`src/rtl/exe_mem_pipe_reg_if.sv`:
```
// Bundle of the execute-to-memory boundary signals: E-stage inputs, stage
// controls, downstream status, and the registered M fields plus CC.
interface exe_mem_pipe_reg_if;
  logic        M_stall;
  logic        M_bubble;
  logic [2:0]  E_stat;
  logic [3:0]  E_icode;
  logic        e_cnd;
  logic [63:0] e_valE;
  logic [63:0] E_valA;
  logic [3:0]  e_dstE;
  logic [3:0]  E_dstM;
  logic [2:0]  e_cf;
  logic [2:0]  m_stat;
  logic [2:0]  W_stat;
  logic [2:0]  M_stat;
  logic [3:0]  M_icode;
  logic        M_cnd;
  logic [63:0] M_valE;
  logic [63:0] M_valA;
  logic [3:0]  M_dstE;
  logic [3:0]  M_dstM;
  logic [2:0]  cc;

  modport master (
    output M_stall, M_bubble, E_stat, E_icode, e_cnd, e_valE, E_valA,
           e_dstE, E_dstM, e_cf, m_stat, W_stat,
    input  M_stat, M_icode, M_cnd, M_valE, M_valA, M_dstE, M_dstM, cc
  );

  modport slave (
    input  M_stall, M_bubble, E_stat, E_icode, e_cnd, e_valE, E_valA,
           e_dstE, E_dstM, e_cf, m_stat, W_stat,
    output M_stat, M_icode, M_cnd, M_valE, M_valA, M_dstE, M_dstM, cc
  );
endinterface

```
`src/rtl/exe_mem_pipe_reg.sv`:
```
// Y86-64 M pipeline register with stall/bubble control, plus the
// architectural condition-code register gated by downstream exceptions.
module exe_mem_pipe_reg (
  input logic              clk,
  input logic              rst,
  exe_mem_pipe_reg_if.slave bus
);
  localparam logic [3:0] RNONE    = 4'hF;
  localparam logic [3:0] INOP     = 4'h1;
  localparam logic [3:0] IOPQ     = 4'h6;
  localparam logic [2:0] SBUB     = 3'h0;
  localparam logic [2:0] SHLT     = 3'h2;
  localparam logic [2:0] SADR     = 3'h3;
  localparam logic [2:0] SINS     = 3'h4;
  localparam logic [2:0] CC_RESET = 3'b100;

  logic [2:0]  stat_q,  stat_d;
  logic [3:0]  icode_q, icode_d;
  logic        cnd_q,   cnd_d;
  logic [63:0] valE_q,  valE_d;
  logic [63:0] valA_q,  valA_d;
  logic [3:0]  dstE_q,  dstE_d;
  logic [3:0]  dstM_q,  dstM_d;
  logic [2:0]  cc_q,    cc_d;
  logic        set_cc;

  function automatic logic is_exc(input logic [2:0] s);
    return (s == SHLT) || (s == SADR) || (s == SINS);
  endfunction

  // An excepting instruction further down must not let a younger OPq alter flags.
  assign set_cc = (bus.E_icode == IOPQ) && !is_exc(bus.m_stat) && !is_exc(bus.W_stat);

  always_comb begin
    stat_d  = stat_q;
    icode_d = icode_q;
    cnd_d   = cnd_q;
    valE_d  = valE_q;
    valA_d  = valA_q;
    dstE_d  = dstE_q;
    dstM_d  = dstM_q;
    if (bus.M_stall) begin
      stat_d = stat_q;
    end else if (bus.M_bubble) begin
      stat_d  = SBUB;
      icode_d = INOP;
      cnd_d   = 1'b0;
      valE_d  = 64'd0;
      valA_d  = 64'd0;
      dstE_d  = RNONE;
      dstM_d  = RNONE;
    end else begin
      stat_d  = bus.E_stat;
      icode_d = bus.E_icode;
      cnd_d   = bus.e_cnd;
      valE_d  = bus.e_valE;
      valA_d  = bus.E_valA;
      dstE_d  = bus.e_dstE;
      dstM_d  = bus.E_dstM;
    end
  end

  assign cc_d = set_cc ? bus.e_cf : cc_q;

  // M stage boundary
  always_ff @(posedge clk or posedge rst) begin
    if (rst) begin
      stat_q  <= SBUB;
      icode_q <= INOP;
      cnd_q   <= 1'b0;
      valE_q  <= 64'd0;
      valA_q  <= 64'd0;
      dstE_q  <= RNONE;
      dstM_q  <= RNONE;
      cc_q    <= CC_RESET;
    end else begin
      stat_q  <= stat_d;
      icode_q <= icode_d;
      cnd_q   <= cnd_d;
      valE_q  <= valE_d;
      valA_q  <= valA_d;
      dstE_q  <= dstE_d;
      dstM_q  <= dstM_d;
      cc_q    <= cc_d;
    end
  end

  assign bus.M_stat  = stat_q;
  assign bus.M_icode = icode_q;
  assign bus.M_cnd   = cnd_q;
  assign bus.M_valE  = valE_q;
  assign bus.M_valA  = valA_q;
  assign bus.M_dstE  = dstE_q;
  assign bus.M_dstM  = dstM_q;
  assign bus.cc      = cc_q;
endmodule
```
`src/flat_wrapper.sv`:
```
// flat-port wrapper written by rule: the top's interface ports become plain ports
module exe_mem_pipe_reg_flat 
  (clk, rst, bus_M_stall, bus_M_bubble, bus_E_stat, bus_E_icode, bus_e_cnd, bus_e_valE, bus_E_valA, bus_e_dstE, bus_E_dstM, bus_e_cf, bus_m_stat, bus_W_stat, bus_M_stat, bus_M_icode, bus_M_cnd, bus_M_valE, bus_M_valA, bus_M_dstE, bus_M_dstM, bus_cc);
  exe_mem_pipe_reg_if bus_i ();
  input logic clk;
  input logic rst;
  input wire logic [$bits(bus_i.M_stall)-1:0] bus_M_stall;
  input wire logic [$bits(bus_i.M_bubble)-1:0] bus_M_bubble;
  input wire logic [$bits(bus_i.E_stat)-1:0] bus_E_stat;
  input wire logic [$bits(bus_i.E_icode)-1:0] bus_E_icode;
  input wire logic [$bits(bus_i.e_cnd)-1:0] bus_e_cnd;
  input wire logic [$bits(bus_i.e_valE)-1:0] bus_e_valE;
  input wire logic [$bits(bus_i.E_valA)-1:0] bus_E_valA;
  input wire logic [$bits(bus_i.e_dstE)-1:0] bus_e_dstE;
  input wire logic [$bits(bus_i.E_dstM)-1:0] bus_E_dstM;
  input wire logic [$bits(bus_i.e_cf)-1:0] bus_e_cf;
  input wire logic [$bits(bus_i.m_stat)-1:0] bus_m_stat;
  input wire logic [$bits(bus_i.W_stat)-1:0] bus_W_stat;
  output wire logic [$bits(bus_i.M_stat)-1:0] bus_M_stat;
  output wire logic [$bits(bus_i.M_icode)-1:0] bus_M_icode;
  output wire logic [$bits(bus_i.M_cnd)-1:0] bus_M_cnd;
  output wire logic [$bits(bus_i.M_valE)-1:0] bus_M_valE;
  output wire logic [$bits(bus_i.M_valA)-1:0] bus_M_valA;
  output wire logic [$bits(bus_i.M_dstE)-1:0] bus_M_dstE;
  output wire logic [$bits(bus_i.M_dstM)-1:0] bus_M_dstM;
  output wire logic [$bits(bus_i.cc)-1:0] bus_cc;
  assign bus_i.M_stall = bus_M_stall;
  assign bus_i.M_bubble = bus_M_bubble;
  assign bus_i.E_stat = bus_E_stat;
  assign bus_i.E_icode = bus_E_icode;
  assign bus_i.e_cnd = bus_e_cnd;
  assign bus_i.e_valE = bus_e_valE;
  assign bus_i.E_valA = bus_E_valA;
  assign bus_i.e_dstE = bus_e_dstE;
  assign bus_i.E_dstM = bus_E_dstM;
  assign bus_i.e_cf = bus_e_cf;
  assign bus_i.m_stat = bus_m_stat;
  assign bus_i.W_stat = bus_W_stat;
  assign bus_M_stat = bus_i.M_stat;
  assign bus_M_icode = bus_i.M_icode;
  assign bus_M_cnd = bus_i.M_cnd;
  assign bus_M_valE = bus_i.M_valE;
  assign bus_M_valA = bus_i.M_valA;
  assign bus_M_dstE = bus_i.M_dstE;
  assign bus_M_dstM = bus_i.M_dstM;
  assign bus_cc = bus_i.cc;
  exe_mem_pipe_reg u_core (.clk(clk), .rst(rst), .bus(bus_i));
endmodule
```
`config.mk`:
```
export PLATFORM = sky130hd
export DESIGN_NAME = exe_mem_pipe_reg_flat
export DESIGN_NICKNAME = d
export VERILOG_FILES = /design/src/rtl/exe_mem_pipe_reg_if.sv /design/src/rtl/exe_mem_pipe_reg.sv /design/src/flat_wrapper.sv
export SDC_FILE = /design/constraint.sdc
export NUM_CORES = 1
export LEC_CHECK = 0
export CAP_MARGIN = 20
export CORE_MARGIN = 2
export CORE_UTILIZATION = 38
export CTS_CLUSTER_SIZE = 8
export DETAILED_ROUTE_END_ITERATION = 7
export PLACE_DENSITY = 0.81
export SLEW_MARGIN = 30
export SYNTH_ARGS = -nofsm -noshare
export SYNTH_HDL_FRONTEND = slang
export SYNTH_SLANG_ARGS = --single-unit
```
`constraint.sdc`:
```
create_clock -name clk -period 9.8 [get_ports clk]
set_input_delay 1.96 -clock clk [delete_from_list [all_inputs] [get_ports clk]]
set_output_delay 1.96 -clock clk [all_outputs]
set_load 0.03 [all_outputs]
```
==> results.py, run 1 <==
metrics = {
    "synth": {
        "fraction_of_synthesized_area_in_multiplexers": 0.006481,
        "synth_sequential_area_ratio": 0.7081,
        "synthSimpleGateAreaFrac": 0.01800,
        "synth_fp_nets": 510,
        "synthesis.instances": 353,
        "ys_seq_elements": 147,
        "synth_top_family_by_area": "compound AO/OA/AOI/OAI gates",
        "area_fraction_in_compound_gates_after_synthesis": 0.2391,
        "syn_avg_cell_area_sq_um": 14.77,
        "number_of_warnings_reported_in_the_yosys_synthesis_log": 0,
        "post_synth_xor_area_fraction": 0,
        "unique_masters_post_synth": 14,
        "yosys.area_share.adder": 0,
        "synthesis.area_sq_um": 5212,
    },
    "cells_and_area": {
        "share_of_layout_cells_above_drive_strength_1": 0.06980,
        "final_core_utilization": 0.6804,
        "antenna-diode-count": 0,
        "finish.cell_count_without_fillers": 835,
        "layout.nets": 804,
        "final.fill_count": 945,
        "synthToLayoutAreaGrowth_pct": 73.55,
    },
    "cts": {
        "cts_made_buffers": 17,
        "clk-insertion-delay-late_ps": 410,
        "clk_transition_reported_paths_ps": 60,
        "clock_sinks": 147,
        "ctsLongestPathBuffers": 2,
        "cts_tree": "done",
        "cts_repair_resize_count": 0,
        "cts_root_buffer": "sky130_fd_sc_hd__clkbuf_16",
        "post_cts_hold_buffer_count": 0,
        "cts_htree_levels": 4,
        "post_cts.repair.setup_buffers": 0,
    },
    "setup_path": {
        "worstPathCellList": "clkdlybuf4s50_1 > nor2_4 > buf_16 > buf_4 > a22o_1",
        "worstSetupPathType": "input pin to register",
        "timing.critical_path.from": "bus_M_bubble",
        "endpoint_kind": "register",
        "crit_path_max_incr_delay_ps": 640,
        "library_cell_contributing_the_largest_single_delay_on_the_critical_path": "sky130_fd_sc_hd__buf_4",
        "cp.required_ps": 10140,
        "r2r_end": "u_core.bus.M_dstM[3]",
        "setup.worst_path.start_class": "input pin",
        "reg2reg_depth": 2,
        "crit_path_end": "u_core.bus.M_valE[9]",
        "crit_fanout": 77,
        "worstReg2RegStart": "u_core.bus.M_dstM[3]",
        "crit_arrival_ps": 4420,
        "reg2reg_slack_ps": 8960,
    },
    "placed_design": {
        "gp_congestion": 0.7840,
        "placedCellCount": 804,
        "dp_hpwl_microns": 11100,
        "io_buffer_count": 303,
    },
    "sta": {
        "slew_violations": 0,
        "final_report_hold_violation_count": 0,
        "timing.setup.tns_ps": 0,
        "final.setup_skew_ps": 0,
        "whs_ps": 488.2,
        "timing.slew.headroom": 0.4336,
        "fin_crit_ps": 4076,
        "report.final.setup_viol": 0,
        "grt_setup_unrepaired": "false",
        "tightest_slew_ps": 849.6,
        "final.period_utilization": 0.4159,
        "max_freq_mhz": 245.3,
    },
    "die": {
        "core.rowCount": 42,
        "die_height_microns": 121.1,
        "io_pins": 304,
        "initial_core_util": 0.3921,
        "coreArea_sq_um": 13300,
        "die_x_microns": 121.1,
        "design.die.area_sq_um": 14670,
    },
    "pwr": {
        "power_mw": 1.763,
        "power_leakage_nw": 3.987,
        "vdd_drop_max_mv": 0.1038,
        "powerDensity_nw_per_um2": 194.9,
    },
    "run_status": {
        "status": "complete, no violations",
    },
    "global_route": {
        "first_global_vias": 4348,
        "grt_start_max_net_pins": 84,
        "overflow": 0,
        "grt_util_all_layers": 0.2140,
        "grt_first_pass_wirelength_microns": 23920,
        "initial_antenna_violation_count": 0,
    },
    "routing": {
        "wl_met2_microns": 8063,
        "drt-met1-wl_microns": 6341,
        "totalWireLength_microns": 15770,
        "met3RoutedLength_microns": 1022,
        "detailroute.via_count": 4222,
        "routed_wire_length_per_instance_microns": 18.89,
        "drt.antenna.violating_nets": 0,
        "firstDrtPassIters": 5,
        "route.detailed.drc": 0,
        "route.top_layer_used": "met4",
        "routed_via_density": 5.056,
        "dr.first_iter.drc_count": 299,
    },
    "run": {
        "maxCapViolCount": 0,
    },
    "min_path": {
        "min_path_type": "register to register",
    },
}
flip-flops by register name, indices dropped and copies added, names as in the netlist:
name                cells
u_core.bus.M_cnd        1
u_core.bus.M_dstE       4
u_core.bus.M_dstM       4
u_core.bus.M_icode      4
u_core.bus.M_stat       3
u_core.bus.M_valA      64
u_core.bus.M_valE      64
u_core.bus.cc           3
cell usage in the layout (no fill, tap or decap):
| master | count |
|---|---|
| sky130_fd_sc_hd__mux2_1 | 3 |
| sky130_fd_sc_hd__clkinvlp_4 | 1 |
| sky130_fd_sc_hd__a221o_1 | 1 |
| sky130_fd_sc_hd__dfrtp_1 | 137 |
| sky130_fd_sc_hd__o21ai_0 | 9 |
| sky130_fd_sc_hd__a22o_1 | 135 |
| sky130_fd_sc_hd__inv_1 | 2 |
| sky130_fd_sc_hd__and4bb_1 | 1 |
| sky130_fd_sc_hd__dfstp_2 | 10 |
| sky130_fd_sc_hd__clkinv_2 | 1 |
| sky130_fd_sc_hd__clkbuf_8 | 4 |
| sky130_fd_sc_hd__buf_16 | 1 |
| sky130_fd_sc_hd__nand2_1 | 9 |
| sky130_fd_sc_hd__o221ai_1 | 1 |
| sky130_fd_sc_hd__bufinv_16 | 5 |
| sky130_fd_sc_hd__clkbuf_1 | 2 |
| sky130_fd_sc_hd__clkdlybuf4s50_1 | 302 |
| sky130_fd_sc_hd__nor2_1 | 11 |
| sky130_fd_sc_hd__nor2_4 | 1 |
| sky130_fd_sc_hd__inv_6 | 2 |
| sky130_fd_sc_hd__buf_4 | 4 |
| sky130_fd_sc_hd__clkbuf_16 | 17 |
how the worst min path moves through the flow:
stage | start | to | slack [ps] | cells after the start
final | u_core.bus.M_dstE[3] | u_core.bus.M_dstE[3] | 490 | 2
after global routing | u_core.bus.M_dstE[3] | u_core.bus.M_dstE[3] | 510 | 2
after CTS | u_core.bus.M_dstE[3] | u_core.bus.M_dstE[3] | 490 | 2
after detailed placement | u_core.bus.M_dstE[3] | u_core.bus.M_dstE[3] | 480 | 2
after global placement | u_core.bus.cc[1] | u_core.bus.cc[1] | 480 | 1
after floorplan | u_core.bus.M_dstM[0] | u_core.bus.M_dstM[0] | 550 | 2
worst max-delay path: cells and delay by family:
| kind | cells | cell delay, ps |
|---|---|---|
| simple gates | 1 | 610 |
| buf+inv | 3 | 1510 |
| compound gates | 1 | 250 |
area by class of cell:
class                   count  area (sq um)  area share
well taps                 176         220.2     0.02434
multi-input cells         171          1379      0.1524
inverters                   3         16.27    0.001798
repair buffers            307          3080      0.3405
clock buffers              23         488.0     0.05394
clock inverters             8         171.4     0.01895
flip-flops and latches    147          3691      0.4080
logic make-up (layout without fill, tap and decap cells):
kind of cell | count (synthesis) | after routing
buffers and inverters | 35 | 341
muxes | 3 | 3
and+or+nand+nor | 22 | 22
DFF | 147 | 147
AOI/OAI and AO/OA | 146 | 146
where the power goes:
part	switching, mW	leakage [nW]	internal (mW)
clock network	0.238	0.320	0.478
registers	0.0302	1.89	0.661
logic	0.182	1.78	0.175
synthesized netlist by cell type:
library cell	instances	area, sq um
sky130_fd_sc_hd__dfrtp_1	137	3428
sky130_fd_sc_hd__a22o_1	135	1182
sky130_fd_sc_hd__clkbuf_1	19	71.32
sky130_fd_sc_hd__buf_2	13	65.06
sky130_fd_sc_hd__nor2_1	11	41.29
sky130_fd_sc_hd__dfstp_2	10	262.8
sky130_fd_sc_hd__nand2_1	9	33.78
sky130_fd_sc_hd__o21ai_0	9	45.04
sky130_fd_sc_hd__inv_1	3	11.26
sky130_fd_sc_hd__mux2_1	3	33.78
sky130_fd_sc_hd__a221o_1	1	10.01
sky130_fd_sc_hd__and4bb_1	1	12.51
sky130_fd_sc_hd__nor2_2	1	6.260
sky130_fd_sc_hd__o221ai_1	1	8.760
layer usage:
layer / vias up / GRT usage
li1: 1922 / -
met1: 2088 / 0.2581
met2: 190 / 0.3578
met3: 22 / 0.06203
met4: 0 / 0.09084
met5: - / 0
through the flow:
step / setup slack, ps / area (sq um)
finish: 5724 / 9046
global route: 5574 / 9046
CTS: 5754 / 9046
detailed placement: 5339 / 8387
global placement: 5108 / 8359
floorplan: 3905 / 5213
Power figures use the tool's default switching activity.
==> run 2: changes to the inputs <==
--- a/config.mk
+++ b/config.mk
@@ -7,10 +7,10 @@
 export LEC_CHECK = 0
 export CAP_MARGIN = 20
 export CORE_MARGIN = 2
-export CORE_UTILIZATION = 38
+export CORE_UTILIZATION = 34
 export CTS_CLUSTER_SIZE = 8
 export DETAILED_ROUTE_END_ITERATION = 7
-export PLACE_DENSITY = 0.81
+export PLACE_DENSITY = 0.76
 export SLEW_MARGIN = 30
 export SYNTH_ARGS = -nofsm -noshare
 export SYNTH_HDL_FRONTEND = slang
==> constraint.sdc (replaced) <==
create_clock -name clk -period 3.5 [get_ports clk]
set_input_delay 0.7 -clock clk [delete_from_list [all_inputs] [get_ports clk]]
set_output_delay 0.7 -clock clk [all_outputs]
set_load 0.03 [all_outputs]
==> results.py, run 2 (synthesis results as in run 1) <==
metrics = {
    "run_status": {
        "status": "complete, no violations",
    },
    "routing": {
        "firstDrtPassIters": 6,
        "drt.antenna.violating_nets": 0,
        "detailroute.via_count": 4260,
        "dr.first_iter.drc_count": 250,
        "route.detailed.drc": 0,
        "routed_via_density": 5.018,
        "routed_wire_length_per_instance_microns": 18.36,
        "totalWireLength_microns": 15590,
    },
    "cells_and_area": {
        "post-route-cell-area_sq_um": 9004,
        "final_core_utilization": 0.5967,
        "antenna-diode-count": 0,
        "final_cell_mix": "302 x sky130_fd_sc_hd__clkdlybuf4s50_1, 137 x sky130_fd_sc_hd__dfrtp_1, 135 x sky130_fd_sc_hd__a22o_1",
        "share_of_layout_cells_above_drive_strength_1": 0.07262,
        "mostFrequentLayoutCell": "sky130_fd_sc_hd__clkdlybuf4s50_1",
        "layout.nets": 805,
        "synthToLayoutAreaGrowth_pct": 72.73,
    },
    "sta": {
        "whs_ps": 492.8,
        "final.setup_skew_ps": 0,
        "final_report_hold_violation_count": 0,
        "timing.slew.headroom": 0.4577,
        "grt_setup_unrepaired": "false",
        "report.final.setup_viol": 0,
        "fin_crit_ps": 2316,
        "tightest_slew_ps": 813.4,
        "slew_violations": 0,
        "max_freq_mhz": 431.8,
        "timing.setup.tns_ps": 0,
        "final.period_utilization": 0.6616,
    },
    "die": {
        "die_height_microns": 127.8,
        "coreArea_sq_um": 15090,
        "io_pins": 304,
        "die_x_microns": 127.8,
        "initial_core_util": 0.3454,
        "core.rowCount": 45,
        "design.die.area_sq_um": 16340,
    },
    "setup_path": {
        "reg2reg_depth": 1,
        "cp.required_ps": 2800,
        "worstPathCellList": "clkdlybuf4s50_1",
        "worstSetupPathType": "register to output pin",
        "r2r_end": "u_core.bus.cc[1]",
        "reg2reg_slack_ps": 2680,
        "critPathBufInv": 1,
        "crit_path_max_incr_delay_ps": 670,
        "worst_path_dominant_cell_family": "buffers and inverters",
        "crit_arrival_ps": 1620,
        "setup.worst_path.start_class": "register",
        "crit_fanout": 2,
        "worstReg2RegStart": "u_core.bus.cc[1]",
        "library_cell_contributing_the_largest_single_delay_on_the_critical_path": "sky130_fd_sc_hd__clkdlybuf4s50_1",
        "endpoint_kind": "output pin",
    },
    "min_path": {
        "min-delay-start": "u_core.bus.M_dstM[0]",
        "min_path_type": "register to register",
        "whs_path_depth": 2,
        "worst_hold_path.endpoint": "u_core.bus.M_dstM[0]",
    },
    "cts": {
        "post_cts.repair.setup_buffers": 0,
        "post_cts_hold_buffer_count": 0,
        "cts_repair_resize_count": 0,
        "cts_htree_levels": 4,
        "ctsLongestPathBuffers": 2,
        "cts_root_buffer": "sky130_fd_sc_hd__clkbuf_16",
        "cts_tree": "done",
        "clk_transition_reported_paths_ps": 60,
        "clk-insertion-delay-late_ps": 410,
        "cts_made_buffers": 17,
        "clock_sinks": 147,
    },
    "global_route": {
        "grt_util_all_layers": 0.1895,
        "grt_first_pass_wirelength_microns": 23960,
        "initial_antenna_violation_count": 0,
        "grt_start_max_net_pins": 148,
        "first_global_vias": 4419,
        "overflow": 0,
    },
    "placed_design": {
        "place_area_sq_um": 8401,
        "gp_congestion": 0.7660,
        "dp_hpwl_microns": 10750,
        "io_buffer_count": 303,
    },
    "pwr": {
        "vdd_drop_max_mv": 0.3181,
        "powerDensity_nw_per_um2": 530.8,
        "power_leakage_nw": 3.948,
        "power_mw": 4.779,
    },
    "run": {
        "maxCapViolCount": 0,
    },
}
## run 2: cell types whose count changed in the layout (fill, tap and decap cells not counted)
| cell | previous run | this run |
|---|---|---|
| sky130_fd_sc_hd__buf_12 | 0 | 1 |
| sky130_fd_sc_hd__buf_16 | 1 | 0 |
| sky130_fd_sc_hd__buf_4 | 4 | 5 |
| sky130_fd_sc_hd__bufinv_16 | 5 | 3 |
| sky130_fd_sc_hd__clkbuf_8 | 4 | 1 |
| sky130_fd_sc_hd__clkinv_2 | 1 | 2 |
| sky130_fd_sc_hd__clkinv_4 | 0 | 1 |
| sky130_fd_sc_hd__clkinvlp_4 | 1 | 5 |
## run 2: stage by stage
| stage | setup slack [ps] | std cells |
|---|---|---|
| finish | 1184 | 849 |
| global placement | 1122 | 817 |
| CTS | 1161 | 849 |
| global route | 1125 | 849 |
| floorplan | 961.2 | 353 |
| detailed placement | 1054 | 817 |
## run 2: how the worst max path moves through the flow
stage,end,start,cells after the start
floorplan,u_core.bus.M_cnd,rst,1
global placement,u_core.bus.M_valE[57],bus_M_bubble,4
detailed placement,u_core.bus.M_valA[44],bus_M_bubble,4
CTS,bus_M_dstE[2],u_core.bus.M_dstE[2],1
global route,bus_M_dstE[2],u_core.bus.M_dstE[2],1
finish,bus_M_dstE[2],u_core.bus.M_dstE[2],1
## run 2: area by class of cell
type	instances	area (sq um)
Inverter	3	15.01
Tap cell	188	235.2
Clock inverter	12	156.4
Clock buffer	20	446.7
Timing Repair Buffer	308	3080
Fill cell	1215	6086
Sequential cell	147	3691
Multi-Input combinational cell	171	1379
## run 2: layer usage
metal | vias up | share of wire | track usage
met5 | - | 0 | 0
met4 | 0 | 0.024 | 0.07692
met3 | 26 | 0.066 | 0.05760
met2 | 179 | 0.50 | 0.3136
met1 | 2122 | 0.41 | 0.2322
li1 | 1933 | - | -
## run 2: where the power goes
group / leakage (nW) / internal (mW) / switching (mW)
clock network: 0.283 / 1.14 / 0.709
registers: 1.89 / 1.85 / 0.0824
logic: 1.78 / 0.489 / 0.508
==> run 3: changes to the inputs <==
--- a/config.mk
+++ b/config.mk
@@ -7,10 +7,10 @@
 export LEC_CHECK = 0
 export CAP_MARGIN = 20
 export CORE_MARGIN = 2
-export CORE_UTILIZATION = 34
+export CORE_UTILIZATION = 38
 export CTS_CLUSTER_SIZE = 8
 export DETAILED_ROUTE_END_ITERATION = 7
-export PLACE_DENSITY = 0.76
+export PLACE_DENSITY = 0.81
 export SLEW_MARGIN = 30
 export SYNTH_ARGS = -nofsm -noshare
 export SYNTH_HDL_FRONTEND = slang
==> constraint.sdc (replaced) <==
create_clock -name clk -period 2.3 [get_ports clk]
set_input_delay 0.46 -clock clk [delete_from_list [all_inputs] [get_ports clk]]
set_output_delay 0.46 -clock clk [all_outputs]
set_load 0.03 [all_outputs]
==> results.py, run 3 (synthesis results as in run 1) <==
metrics = {
    "setup_path": {
        "worstReg2RegStart": "u_core.bus.M_dstE[1]",
        "worstPathCellList": "clkdlybuf4s50_1",
        "critPathBufInv": 1,
        "reg2reg_depth": 2,
        "reg2reg_slack_ps": 1500,
        "endpoint_kind": "output pin",
        "worst_path_dominant_cell_family": "buffers and inverters",
        "library_cell_contributing_the_largest_single_delay_on_the_critical_path": "sky130_fd_sc_hd__clkdlybuf4s50_1",
        "crit_fanout": 2,
        "setup.worst_path.start_class": "register",
        "r2r_end": "u_core.bus.M_dstE[1]",
        "worstSetupPathType": "register to output pin",
        "crit_arrival_ps": 1630,
        "cp.required_ps": 1840,
        "crit_path_max_incr_delay_ps": 680,
    },
    "sta": {
        "final_report_hold_violation_count": 0,
        "tightest_slew_ps": 589.4,
        "fin_crit_ps": 2092,
        "timing.setup.tns_ps": 0,
        "final.period_utilization": 0.9098,
        "max_freq_mhz": 477.9,
        "report.final.setup_viol": 0,
        "whs_ps": 391.5,
        "slew_violations": 0,
        "grt_setup_unrepaired": "false",
        "final.setup_skew_ps": 0,
        "timing.slew.headroom": 0.6062,
    },
    "die": {
        "die_x_microns": 121.1,
        "design.die.area_sq_um": 14670,
        "coreArea_sq_um": 13300,
        "core.rowCount": 42,
        "initial_core_util": 0.3921,
        "io_pins": 304,
        "die_height_microns": 121.1,
    },
    "cts": {
        "ctsLongestPathBuffers": 2,
        "cts_made_buffers": 17,
        "post_cts.repair.setup_buffers": 0,
        "clock_sinks": 147,
        "cts_root_buffer": "sky130_fd_sc_hd__clkbuf_16",
        "cts_htree_levels": 4,
        "clk-insertion-delay-late_ps": 410,
        "clk_transition_reported_paths_ps": 60,
        "cts_repair_resize_count": 0,
        "post_cts_hold_buffer_count": 0,
        "cts_tree": "done",
    },
    "routing": {
        "routed_wire_length_per_instance_microns": 18.68,
        "dr.first_iter.drc_count": 221,
        "routed_via_density": 5.066,
        "drt.antenna.violating_nets": 0,
        "detailroute.via_count": 4276,
        "route.detailed.drc": 0,
        "firstDrtPassIters": 6,
        "totalWireLength_microns": 15770,
    },
    "cells_and_area": {
        "antenna-diode-count": 0,
        "synthToLayoutAreaGrowth_pct": 73.72,
        "mostFrequentLayoutCell": "sky130_fd_sc_hd__clkdlybuf4s50_1",
        "final_core_utilization": 0.6811,
        "final_cell_mix": "302 x sky130_fd_sc_hd__clkdlybuf4s50_1, 137 x sky130_fd_sc_hd__dfrtp_1, 135 x sky130_fd_sc_hd__a22o_1",
        "share_of_layout_cells_above_drive_strength_1": 0.08084,
        "layout.nets": 813,
    },
    "min_path": {
        "min-delay-start": "bus_M_stall",
        "worst_hold_path.endpoint": "u_core.bus.M_dstM[1]",
        "whs_path_depth": 3,
        "min_path_type": "input pin to register",
    },
    "run": {
        "maxCapViolCount": 0,
    },
    "pwr": {
        "power_mw": 7.032,
        "power_leakage_nw": 3.991,
        "vdd_drop_max_mv": 0.3979,
        "powerDensity_nw_per_um2": 776.6,
    },
    "placed_design": {
        "gp_congestion": 0.8063,
        "dp_hpwl_microns": 11460,
        "io_buffer_count": 303,
    },
    "global_route": {
        "initial_antenna_violation_count": 0,
        "grt_util_all_layers": 0.2139,
        "grt_start_max_net_pins": 88,
        "overflow": 0,
        "grt_first_pass_wirelength_microns": 23850,
        "first_global_vias": 4420,
    },
    "run_status": {
        "status": "complete, no violations",
    },
}
==> run 3: cell types whose count changed in the layout (fill, tap and decap cells not counted), moves of 2 or more <==
cell | before | now
sky130_fd_sc_hd__clkinv_2 | 2 | 4
sky130_fd_sc_hd__clkinvlp_4 | 5 | 3
sky130_fd_sc_hd__buf_4 | 5 | 8
sky130_fd_sc_hd__buf_12 | 1 | 6
sky130_fd_sc_hd__bufinv_16 | 3 | 1
sky130_fd_sc_hd__inv_6 | 2 | 0
==> run 3: area by class of cell <==
cell class	count	area [sq um]
flip-flops and latches	147	3691
inverters	3	15.01
repair buffers	316	3203
fillers	959	4240
multi-input cells	171	1379
well taps	176	220.2
clock inverters	9	82.58
clock buffers	22	464.2
==> run 3: metal layers <==
metal  vias to the layer above  track usage  part of all wire  routed length, microns
li1                       1951            -                 -                       -
met1                      2094       0.2526              0.39                    6148
met2                       193       0.3550              0.50                    7931
met3                        38      0.06532             0.072                    1141
met4                         0       0.1039             0.035                     544
met5                         -            0                 0                       0
==> run 3: worst max-delay path by stage <==
stage | start | endpoint | slack, ps | depth (start not counted)
2_1_floorplan | rst | u_core.bus.M_cnd | 1 | 1
3_3_place_gp | bus_E_icode[3] | u_core.bus.cc[1] | 240 | 5
3_5_place_dp | bus_E_icode[3] | u_core.bus.cc[0] | 200 | 5
4_1_cts | u_core.bus.M_dstE[2] | bus_M_dstE[2] | 180 | 1
5_1_grt | u_core.bus.M_dstE[2] | bus_M_dstE[2] | 160 | 1
6_report | u_core.bus.M_dstE[2] | bus_M_dstE[2] | 210 | 1
==> run 3: power by group <==
part           total, mW  internal (mW)  switching (mW)  leakage [nW]
clock               2.55           1.53            1.02         0.266
sequential          2.94           2.81           0.125          1.89
combinational       1.54          0.764           0.779          1.84
==> run 3: through the flow <==
stage,instance area [sq um],instances,setup WS (ps)
final,9055,844,207.5
after detailed placement,8508,813,199.4
after global routing,9055,844,163.0
after CTS,9055,844,177.6
after global placement,8508,813,237.4
after floorplan,5216,353,1.159
